**src/rtl/pcd_pause_n_seq_pkg.sv**
```systemverilog
// Shared types and default timing for the Modified Miller PCD transmit sequencer.
// Default tick values: 128-tick bit period, 32-tick pause, X offset 64, Z offset 0, 256 guard ticks.
package pcd_pause_n_seq_pkg;

    typedef enum logic [1:0] {
        SEQ_X = 2'd0,
        SEQ_Y = 2'd1,
        SEQ_Z = 2'd2
    } seq_t;

    typedef enum logic [2:0] {
        IDLE  = 3'd0,
        SOC   = 3'd1,
        DATA  = 3'd2,
        EOC0  = 3'd3,
        EOC_Y = 3'd4,
        GUARD = 3'd5
    } state_t;

    localparam int unsigned DEF_BIT_TICKS   = 128;
    localparam int unsigned DEF_PAUSE_TICKS = 32;
    localparam int unsigned DEF_X_OFFSET    = 64;
    localparam int unsigned DEF_Z_OFFSET    = 0;
    localparam int unsigned DEF_GUARD_TICKS = 256;

    // A logic 0 following a 1 is sent as Y; any other logic 0 is sent as Z.
    function automatic seq_t logic0_seq(input logic prev_one);
        return prev_one ? SEQ_Y : SEQ_Z;
    endfunction

endpackage

```
**src/rtl/pcd_pause_n_sequencer_window.sv**
```systemverilog
// Per-period tick counter, period-end strobe and combinational pause-window decode.
// Window is valid in the same cycle as the tick value; no backpressure.
module pause_window_gen
    import pcd_pause_n_seq_pkg::*;
#(
    parameter int TICK_W = 10
) (
    input  logic              clk,
    input  logic              rst_n,
    input  logic              run_i,
    input  seq_t              seq_i,
    input  logic [TICK_W-1:0] bit_ticks_i,
    input  logic [TICK_W-1:0] pause_ticks_i,
    input  logic [TICK_W-1:0] x_offset_i,
    input  logic [TICK_W-1:0] z_offset_i,
    output logic              period_end_o,
    output logic              window_o
);

    localparam logic [TICK_W-1:0] ONE = TICK_W'(1);

    logic [TICK_W-1:0] tick_q, tick_d;
    logic [TICK_W:0]   off;
    logic [TICK_W:0]   win_end;

    assign period_end_o = run_i && (tick_q == (bit_ticks_i - ONE));

    always_comb begin
        tick_d = tick_q;
        if (!run_i || period_end_o) begin
            tick_d = '0;
        end else begin
            tick_d = tick_q + ONE;
        end
    end

    always_ff @(posedge clk) begin
        if (!rst_n) begin
            tick_q <= '0;
        end else begin
            tick_q <= tick_d;
        end
    end

    // Compare at TICK_W+1 bits so offset+length cannot wrap.
    always_comb begin
        off      = (seq_i == SEQ_X) ? {1'b0, x_offset_i} : {1'b0, z_offset_i};
        win_end  = off + {1'b0, pause_ticks_i};
        window_o = run_i && (seq_i != SEQ_Y) &&
                   ({1'b0, tick_q} >= off) && ({1'b0, tick_q} < win_end);
    end

endmodule

```
**src/rtl/pcd_pause_n_sequencer.sv**
```systemverilog
// Turns a valid/ready bit stream into the Modified Miller pcd_pause_n waveform (SOC, X/Y/Z, EOC, guard).
// pcd_pause_n lags the tick decode by 1 cycle; a bit is taken only on the last tick of SOC/DATA periods.
module pcd_pause_n_sequencer
    import pcd_pause_n_seq_pkg::*;
#(
    parameter int TICK_W  = 10,
    parameter int GUARD_W = 12
) (
    input  logic               clk,
    input  logic               rst_n,
    input  logic [TICK_W-1:0]  cfg_bit_ticks,
    input  logic [TICK_W-1:0]  cfg_pause_ticks,
    input  logic [TICK_W-1:0]  cfg_x_offset,
    input  logic [TICK_W-1:0]  cfg_z_offset,
    input  logic [GUARD_W-1:0] cfg_guard_ticks,
    input  logic               in_valid,
    input  logic               in_data,
    input  logic               in_last,
    output logic               in_ready,
    output logic               pcd_pause_n,
    output logic               busy,
    output seq_t               seq_out,
    output logic               err_underrun,
    output logic               cfg_err
);

    localparam logic [GUARD_W:0] G_ONE = (GUARD_W+1)'(1);

    state_t             state_q, state_d;
    seq_t               seq_q, seq_d;
    logic               cur_one_q, cur_one_d;
    logic               last_q, last_d;
    logic [GUARD_W-1:0] gcnt_q, gcnt_d;
    logic               underrun_q, underrun_d;
    logic               cfg_err_q, cfg_err_d;
    logic               pause_n_q;

    logic [TICK_W-1:0]  bit_q, pause_q, xoff_q, zoff_q;
    logic [GUARD_W-1:0] guard_q;

    logic [TICK_W:0]    x_sum, z_sum;
    logic               cfg_ok;
    logic               start;
    logic               run;
    logic               period_end;
    logic               window;
    logic               xfer;
    logic               guard_done;

    always_comb begin
        x_sum  = {1'b0, cfg_x_offset} + {1'b0, cfg_pause_ticks};
        z_sum  = {1'b0, cfg_z_offset} + {1'b0, cfg_pause_ticks};
        cfg_ok = (cfg_pause_ticks != '0) &&
                 (x_sum <= {1'b0, cfg_bit_ticks}) &&
                 (z_sum <= {1'b0, cfg_bit_ticks}) &&
                 (cfg_bit_ticks >= TICK_W'(2));
    end

    assign start = (state_q == IDLE) && in_valid && cfg_ok;
    assign run   = (state_q == SOC) || (state_q == DATA) ||
                   (state_q == EOC0) || (state_q == EOC_Y);

    pause_window_gen #(
        .TICK_W (TICK_W)
    ) u_window (
        .clk           (clk),
        .rst_n         (rst_n),
        .run_i         (run),
        .seq_i         (seq_q),
        .bit_ticks_i   (bit_q),
        .pause_ticks_i (pause_q),
        .x_offset_i    (xoff_q),
        .z_offset_i    (zoff_q),
        .period_end_o  (period_end),
        .window_o      (window)
    );

    // Once the last bit is loaded no further transfer is offered in the frame.
    assign in_ready   = period_end && ((state_q == SOC) || ((state_q == DATA) && !last_q));
    assign xfer       = in_valid && in_ready;
    assign guard_done = ({1'b0, gcnt_q} + G_ONE) >= {1'b0, guard_q};

    always_comb begin
        state_d    = state_q;
        seq_d      = seq_q;
        cur_one_d  = cur_one_q;
        last_d     = last_q;
        gcnt_d     = gcnt_q;
        underrun_d = 1'b0;
        cfg_err_d  = (state_q == IDLE) && in_valid && !cfg_ok;
        case (state_q)
            IDLE: begin
                if (start) begin
                    state_d   = SOC;
                    seq_d     = SEQ_Z;
                    cur_one_d = 1'b0;
                    last_d    = 1'b0;
                end
            end
            SOC, DATA: begin
                if (period_end) begin
                    if (xfer) begin
                        state_d   = DATA;
                        seq_d     = in_data ? SEQ_X : logic0_seq(cur_one_q);
                        cur_one_d = in_data;
                        last_d    = in_last;
                    end else begin
                        state_d    = EOC0;
                        seq_d      = logic0_seq(cur_one_q);
                        underrun_d = !last_q;
                    end
                end
            end
            EOC0: begin
                if (period_end) begin
                    state_d = EOC_Y;
                    seq_d   = SEQ_Y;
                end
            end
            EOC_Y: begin
                if (period_end) begin
                    state_d = GUARD;
                    seq_d   = SEQ_Y;
                    gcnt_d  = '0;
                end
            end
            GUARD: begin
                seq_d = SEQ_Y;
                if (guard_done) begin
                    state_d = IDLE;
                    gcnt_d  = '0;
                end else begin
                    gcnt_d = gcnt_q + 1'b1;
                end
            end
            default: begin
                state_d = IDLE;
                seq_d   = SEQ_Y;
            end
        endcase
    end

    always_ff @(posedge clk) begin
        if (!rst_n) begin
            state_q    <= IDLE;
            seq_q      <= SEQ_Y;
            cur_one_q  <= 1'b0;
            last_q     <= 1'b0;
            gcnt_q     <= '0;
            underrun_q <= 1'b0;
            cfg_err_q  <= 1'b0;
            pause_n_q  <= 1'b1;
        end else begin
            state_q    <= state_d;
            seq_q      <= seq_d;
            cur_one_q  <= cur_one_d;
            last_q     <= last_d;
            gcnt_q     <= gcnt_d;
            underrun_q <= underrun_d;
            cfg_err_q  <= cfg_err_d;
            pause_n_q  <= !window;
        end
    end

    // Timing is frozen for the whole frame at the cycle the frame is accepted.
    always_ff @(posedge clk) begin
        if (!rst_n) begin
            bit_q   <= '0;
            pause_q <= '0;
            xoff_q  <= '0;
            zoff_q  <= '0;
            guard_q <= '0;
        end else if (start) begin
            bit_q   <= cfg_bit_ticks;
            pause_q <= cfg_pause_ticks;
            xoff_q  <= cfg_x_offset;
            zoff_q  <= cfg_z_offset;
            guard_q <= cfg_guard_ticks;
        end
    end

    assign pcd_pause_n  = pause_n_q;
    assign busy         = (state_q != IDLE);
    assign seq_out      = seq_q;
    assign err_underrun = underrun_q;
    assign cfg_err      = cfg_err_q;

endmodule
```
**config.mk**
```make
export PLATFORM = sky130hd
export DESIGN_NAME = pcd_pause_n_sequencer
export DESIGN_NICKNAME = d
export VERILOG_FILES = /design/src/rtl/pcd_pause_n_seq_pkg.sv /design/src/rtl/pcd_pause_n_sequencer_window.sv /design/src/rtl/pcd_pause_n_sequencer.sv
export SDC_FILE = /design/constraint.sdc
export NUM_CORES = 1
export LEC_CHECK = 0
export CAP_MARGIN = 20
export CELL_PAD_IN_SITES_DETAIL_PLACEMENT = 1
export CELL_PAD_IN_SITES_GLOBAL_PLACEMENT = 1
export CORE_ASPECT_RATIO = 1.25
export CORE_MARGIN = 2
export CORE_UTILIZATION = 35
export CTS_BUF_LIST = sky130_fd_sc_hd__clkbuf_16
export DETAILED_ROUTE_END_ITERATION = 6
export PLACE_DENSITY = 0.71
export RECOVER_POWER = 100
export SLEW_MARGIN = 20
export SYNTH_ARGS = -nofsm -noshare
export SYNTH_HDL_FRONTEND = slang
export SYNTH_SLANG_ARGS = --single-unit
```
**constraint.sdc**
```tcl
create_clock -name clk -period 4.2 [get_ports clk]
set_clock_uncertainty 0.05 [all_clocks]
set_input_delay 0.63 -clock clk [delete_from_list [all_inputs] [get_ports clk]]
set_output_delay 0.63 -clock clk [all_outputs]
set_load 0.05 [all_outputs]
```
# Yosys cells after proc, flatten, opt, wreduce, memory -nomap -nowiden

Cells that the tools add are included.
W data, S select, Z words.

Flip-flop bits (word level): 84
Output and inout bits: 7
Logic and storage cells: 105

Add/sub/neg operators: 7
Order comparisons: 6
Equality and inequality tests: 14
Muxes and demuxes: 25
Bitwise operators: 3
Reductions and logical operators: 36

Operators with widths:

| kind                    | count |
|---|---|
| $mux W12                | 2 |
| $pmux W12 S2            | 1 |
| $add A10 B10 Y11        | 2 |
| $le A11 B10 Y1          | 2 |
| $mux W3                 | 5 |
| $pmux W3 S5             | 1 |
| $add A12 B1 Y13 const B | 1 |
| $ge A13 B12 Y1          | 1 |
| $logic_and A1 B1 Y1     | 13 |
| $add A12 B1 Y12 const B | 1 |
| $mux W2                 | 6 |
| $ne A2 B2 Y1 const B    | 6 |
| $add A11 B10 Y11        | 1 |
| $ge A10 B11 Y1          | 1 |
| $lt A10 B11 Y1          | 1 |
| $add A10 B1 Y10 const B | 1 |
| $eq A10 B10 Y1          | 1 |
| $ge A10 B2 Y1 const B   | 1 |
| $mux W10                | 1 |
| $reduce_bool A10 Y1     | 1 |
| $sub A10 B1 Y10 const B | 1 |
| $eq A3 B2 Y1 const B    | 2 |
| $eq A3 B3 Y1 const B    | 2 |
| $mux W1                 | 6 |
| 17 further kinds        | 31 |

# Depth between registers and ports, before layout

Word-level depth: 10
Mapped depth: 20
Mapped depth without buffers: 19

# Cells and area by module

A second synthesis with hierarchy kept.

Cell total of the unflattened synthesis: 740
Area, all modules: 6396.1 um^2

By module, submodules not included:

| module                | times used | cells an instance | area each (um^2) | sequential area each (um^2) |
|---|---|---|---|---|
| pcd_pause_n_sequencer | 1          | 535               | 4667.0           | 1481.4 |
| pause_window_gen      | 1          | 205               | 1729.2           | 200.2 |

# Worst setup path after synthesis

OpenSTA, ideal clock, no wires.

Kind: reg-to-reg
From: reg seq_q[0], in the netlist seq_out[0]
To: reg pause_n_q, in the netlist pcd_pause_n
Library setup time: 0.131 ns
Data arrival time: 3.993 ns
Required time: 4.019 ns
Slack: 0.025 ns
Stages on the path, launching flop included: 17
Path through: dfxtp_1 > nor2_1 > mux2_2 > ha_1 > fa_1 > a21o_1 > a21oi_1 > o21bai_1 > a21o_1 > a21oi_1 > nor2b_1 > nor2_1 > xor2_1 > ha_1 > or4_1 > a21oi_1 > o41ai_1

Word-level cells in the longest chain between the ends: 6
Elaborated cells between the ends (all ways): 10

Ends and longest elaborated chain:

| what                                                  | RTL line                                                               | text |
|---|---|---|
| start, declared                                       | pcd_pause_n_sequencer.sv:30                                            | `seq_t seq_q, seq_d;` |
| start signal, assigned                                | pcd_pause_n_sequencer.sv:155                                           | `seq_q <= seq_d;` |
| $logic_not A2 Y1                                      | pcd_pause_n_sequencer_window.sv:47                                     | `off = (seq_i == SEQ_X) ? {1'b0, x_offset_i} : {1'b0, z_offset_i};` |
| $mux W10                                              | pcd_pause_n_sequencer_window.sv:47                                     |  |
| $add A11 B10 Y11 or $ge A10 B11 Y1 (tied branches)    | pcd_pause_n_sequencer_window.sv:48, pcd_pause_n_sequencer_window.sv:50 |  |
| $lt A10 B11 Y1 or $logic_and A1 B1 Y1 (tied branches) | pcd_pause_n_sequencer_window.sv:50, pcd_pause_n_sequencer_window.sv:49 |  |
| $logic_and A1 B1 Y1 (*)                               | pcd_pause_n_sequencer_window.sv:50                                     | `({1'b0, tick_q} >= off) && ({1'b0, tick_q} < win_end);` |
| $logic_not A1 Y1 (*)                                  | pcd_pause_n_sequencer.sv:161                                           | `pause_n_q <= !window;` |
| end signal, assigned                                  | pcd_pause_n_sequencer.sv:161                                           |  |
| end, declared                                         | pcd_pause_n_sequencer.sv:36                                            | `logic pause_n_q;` |

Mark *: on every way between the ends. The rest lies on a longest branch, timed or not.
A chain may end at the register's enable or synchronous reset.

# Worst setup path in the final report

From: in cfg_pause_ticks[0]
To: reg guard_q[2]

Word-level cells in the longest chain between the ends: 6
Elaborated cells between the ends (all ways): 9

Ends and longest elaborated chain:

| what                    | RTL line                     | text |
|---|---|---|
| start, declared         | pcd_pause_n_sequencer.sv:12  | `input logic [TICK_W-1:0] cfg_pause_ticks,` |
| $add A10 B10 Y11        | pcd_pause_n_sequencer.sv:51  | `x_sum = {1'b0, cfg_x_offset} + {1'b0, cfg_pause_ticks};` |
| $le A11 B10 Y1          | pcd_pause_n_sequencer.sv:54  | `(x_sum <= {1'b0, cfg_bit_ticks}) &&` |
| $logic_and A1 B1 Y1     | pcd_pause_n_sequencer.sv:53  | `cfg_ok = (cfg_pause_ticks != '0) &&` |
| $logic_and A1 B1 Y1 (*) | pcd_pause_n_sequencer.sv:54  |  |
| $logic_and A1 B1 Y1 (*) | pcd_pause_n_sequencer.sv:55  | `(z_sum <= {1'b0, cfg_bit_ticks}) &&` |
| $logic_and A1 B1 Y1 (*) | pcd_pause_n_sequencer.sv:59  | `assign start = (state_q == IDLE) && in_valid && cfg_ok;` |
| end signal, assigned    | pcd_pause_n_sequencer.sv:178 | `guard_q <= cfg_guard_ticks;` |
| end, declared           | pcd_pause_n_sequencer.sv:39  | `logic [GUARD_W-1:0] guard_q;` |

Marked as above.

==> reports/metrics.csv <==
metric,value,unit
Mapped Cells,722,
Simple-Gate Fraction of Synth Area,17.13,%
"Cell Area, Synth",6136,sq um
compound-cell area share of the yosys netlist,15.01,%
WP data required,4.34,ns
die width,122.4,microns
I/O Buffers,63,
Initial Utilization,35.47,%
Num CTS Buffers,9,
slew margin rel.,39.79,%
Max Slew Vio Count,0,
Crit path largest cell delay,0.34,ns
routability cong.,0.9321,
time the worst path needs with I/O delays and setup,4.110,ns
Synth Area in Adders,18.11,%
max-cap violation count,0,
area post-placement,7312,sq um
pwr dens,334.3,nW/um^2
Critical Path Sink Type,flip-flop,
WL final,18950,microns
routed vias,5683,
vias in the first global route,6382,
Peak supply drop,0.0001986,V
number of cells after detailed placement,1032,
setup ws final,0.09040,ns
CTS sink count,84,
number of flops mapped to enable cells by yosys,0,
CP max-delay cell,or3_1,
post-synthesis mux area share,10.13,%
Place WS,-0.8999,ns
CP max FO,8,
final setup fails,0,
CP startpoint kind,primary input,
drt drc,0,
grt ovf,0,
fill count,2077,
Setup TNS,0,ns
synth top area cells,"dfxtp_1 (27%), ha_1 (17%), mux2i_1 (10%)",
CTS tree,yes,
Post-Synth XOR/XNOR Area,7.280,%
register area share after synthesis,27.41,%
P&R area growth vs syn,30.71,%
worst slew pin tran,0.8971,ns
Yosys top cell area share,27.41,%
hold_ws,0.4453,ns
clock-pin slew on the worst setup and hold paths,0.07,ns
# nets final,976,
final instance area,8020,sq um
critical path cell sequence,buf_8 > ha_4 > inv_2 > fa_2 > nor2b_2 > o31a_1 > o21a_1 > o21ai_1 > nand2b_1 > a21oi_2 > xnor2_1 > ha_1 > nand4_1 > or3_1 > o21ai_1 > o32ai_2 > nor4_2 > buf_4 > buf_8 > buf_12 > mux2i_1 > nor2_1,
Mean Syn Cell Area,8.498,sq um
num rows,54,
CORE AREA,17300,sq um
largest family of logic cells by synthesized area,adder cells,
yosys warns,0,
clock buffer depth,2,
DRT antenna net count,0,
H-tree depth,3,
dpl hpwl,14730,microns
# hold bufs at CTS,0,
RSZ-0062 raised after global routing,true,
cell leakage power,3.449,nW
largest net degree at the start of global routing,64,
Max Fclk,0.2433,GHz
Final Hold Viols,0,
Worst-Skew Late Latency,0.34,ns
drt pass-1 iters,4,
post-synth top area cell,dfxtp_1,
die footprint,18610,sq um
Post-synth top flop,dfxtp_1,
HP Class,flip-flop to flip-flop,
total power,2.681,mW
Finished Core Util,46.37,%
antenna violations before repair,0,
crit path kind,primary input to flip-flop,
Critical Path AT,4.25,ns
Final Cycle Share,97.85,%
ys async rst share,0,%
syn nets,866,
GRT Total Usage,20.53,%
clock root buffer,clkbuf_16,
share of layout cells above drive strength 1,15.89,%
n_diodes,0,
first-pass GRT wire length,30800,microns
initial drt markers,129,
Vias/cell,5.356,
"Distinct cells, synth",62,
die span in y,152.0,microns
"flops & latches, synth",84,
Post-Layout Cell Count,1061,
I/O pin cnt,64,
status,finished clean,
average routed wire per standard cell,17.86,microns
## kinds of logic after synthesis
family / after synthesis
and+or+nand+nor: 219
AOI/OAI and AO/OA: 143
adders and majority gates: 87
DFF: 84
buffers and inverters: 76
muxes: 62
xor gates and xnor gates: 51
## layer usage
layer / GRT usage [%] / wire [microns] / vias up
li1: - / - / 2771
met1: 22.50 / 7620 / 2787
met2: 39.68 / 10440 / 92
met3: 1.577 / 385 / 33
met4: 8.046 / 497 / 0
met5: 0 / 0 / -
## cell usage in the layout (no fill, tap or decap), types with 12 or more instances in the layout
cell type / count
xor2_1: 19
a21oi_1: 36
buf_4: 55
xnor2_1: 31
o21ai_0: 14
dfxtp_1: 84
clkdlybuf4s50_1: 38
and3_1: 13
inv_1: 45
mux2i_1: 60
ha_1: 75
nor3_1: 13
nand2_1: 29
nand2b_1: 12
nor2_1: 92
nand3_1: 21
a21o_1: 20
## area by class of cell
cell class | count | area [sq um] | share of cell area [%]
Clock buffer | 9 | 225.2 | 2.808
Clock inverter | 7 | 113.9 | 1.420
Inverter | 51 | 192.7 | 2.402
Multi-Input combinational cell | 562 | 4407 | 54.95
Sequential cell | 84 | 1682 | 20.97
Tap cell | 224 | 280.3 | 3.495
Timing Repair Buffer | 124 | 1120 | 13.96
## synth_stat cells (2+ instances only)
cell type / instances
o21bai_1: 4
xnor2_1: 32
o31ai_1: 2
nand3_1: 22
o31a_1: 2
inv_1: 48
o21a_1: 3
nor3_1: 13
dfxtp_1: 84
a31oi_1: 4
mux2i_1: 61
or2_1: 3
nand3b_1: 2
nand2_1: 29
inv_2: 3
or3_1: 2
o21ai_1: 14
a21oi_1: 48
nor4_1: 7
xor2_1: 19
nor2_1: 93
and2_1: 3
a211oi_1: 2
clkbuf_1: 16
a2111oi_0: 2
fa_1: 3
o21ai_0: 15
o221a_1: 2
nor2b_1: 7
a211o_1: 5
a221oi_1: 3
nand4_1: 6
o2111ai_1: 2
a21o_1: 20
nand2b_1: 12
and3_1: 13
ha_1: 84
buf_2: 8
## critical path: cells and delay by family
kind	cells	cell delay [ns]
buffers and inverters	5	0.63
XOR/XNOR	1	0.08
AND/OR/NAND/NOR	6	0.96
AO/OA/AOI/OAI	6	1.06
multiplexers	1	0.20
adder cells (fa/ha/maj)	3	0.66
## worst paths after layout
kind / start / endpoint / slack (ns) / cells after the start
worst max-delay path: cfg_pause_ticks[0] / guard_q[2] / 0.09 / 22
worst min-delay path: cur_one_q / cur_one_q / 0.45 / 2
worst max register to register: seq_out[0] / pcd_pause_n / 0.23 / 18
worst min register to register: cur_one_q / cur_one_q / 0.45 / 2
## where the power goes
group	internal [mW]	switching, mW
Sequential	0.840	0.0490
Combinational	0.431	0.456
Clock	0.579	0.327
## what timing repair did
item,4_1_cts,5_1_grt
gates cloned,1,0
setup buffers,10,2
resized for setup,59,53
hold endpoints to repair,0,0
pin swaps,29,38
setup endpoints to repair,58,58
## registers in the layout, indices dropped and copies added (netlist names), 2 cells and up
signal           cells
xoff_q              10
pause_q             10
state_q              3
u_window.tick_q     10
zoff_q              10
bit_q               10
gcnt_q              12
seq_out              2
guard_q             12
Power figures use the tool's default switching activity.
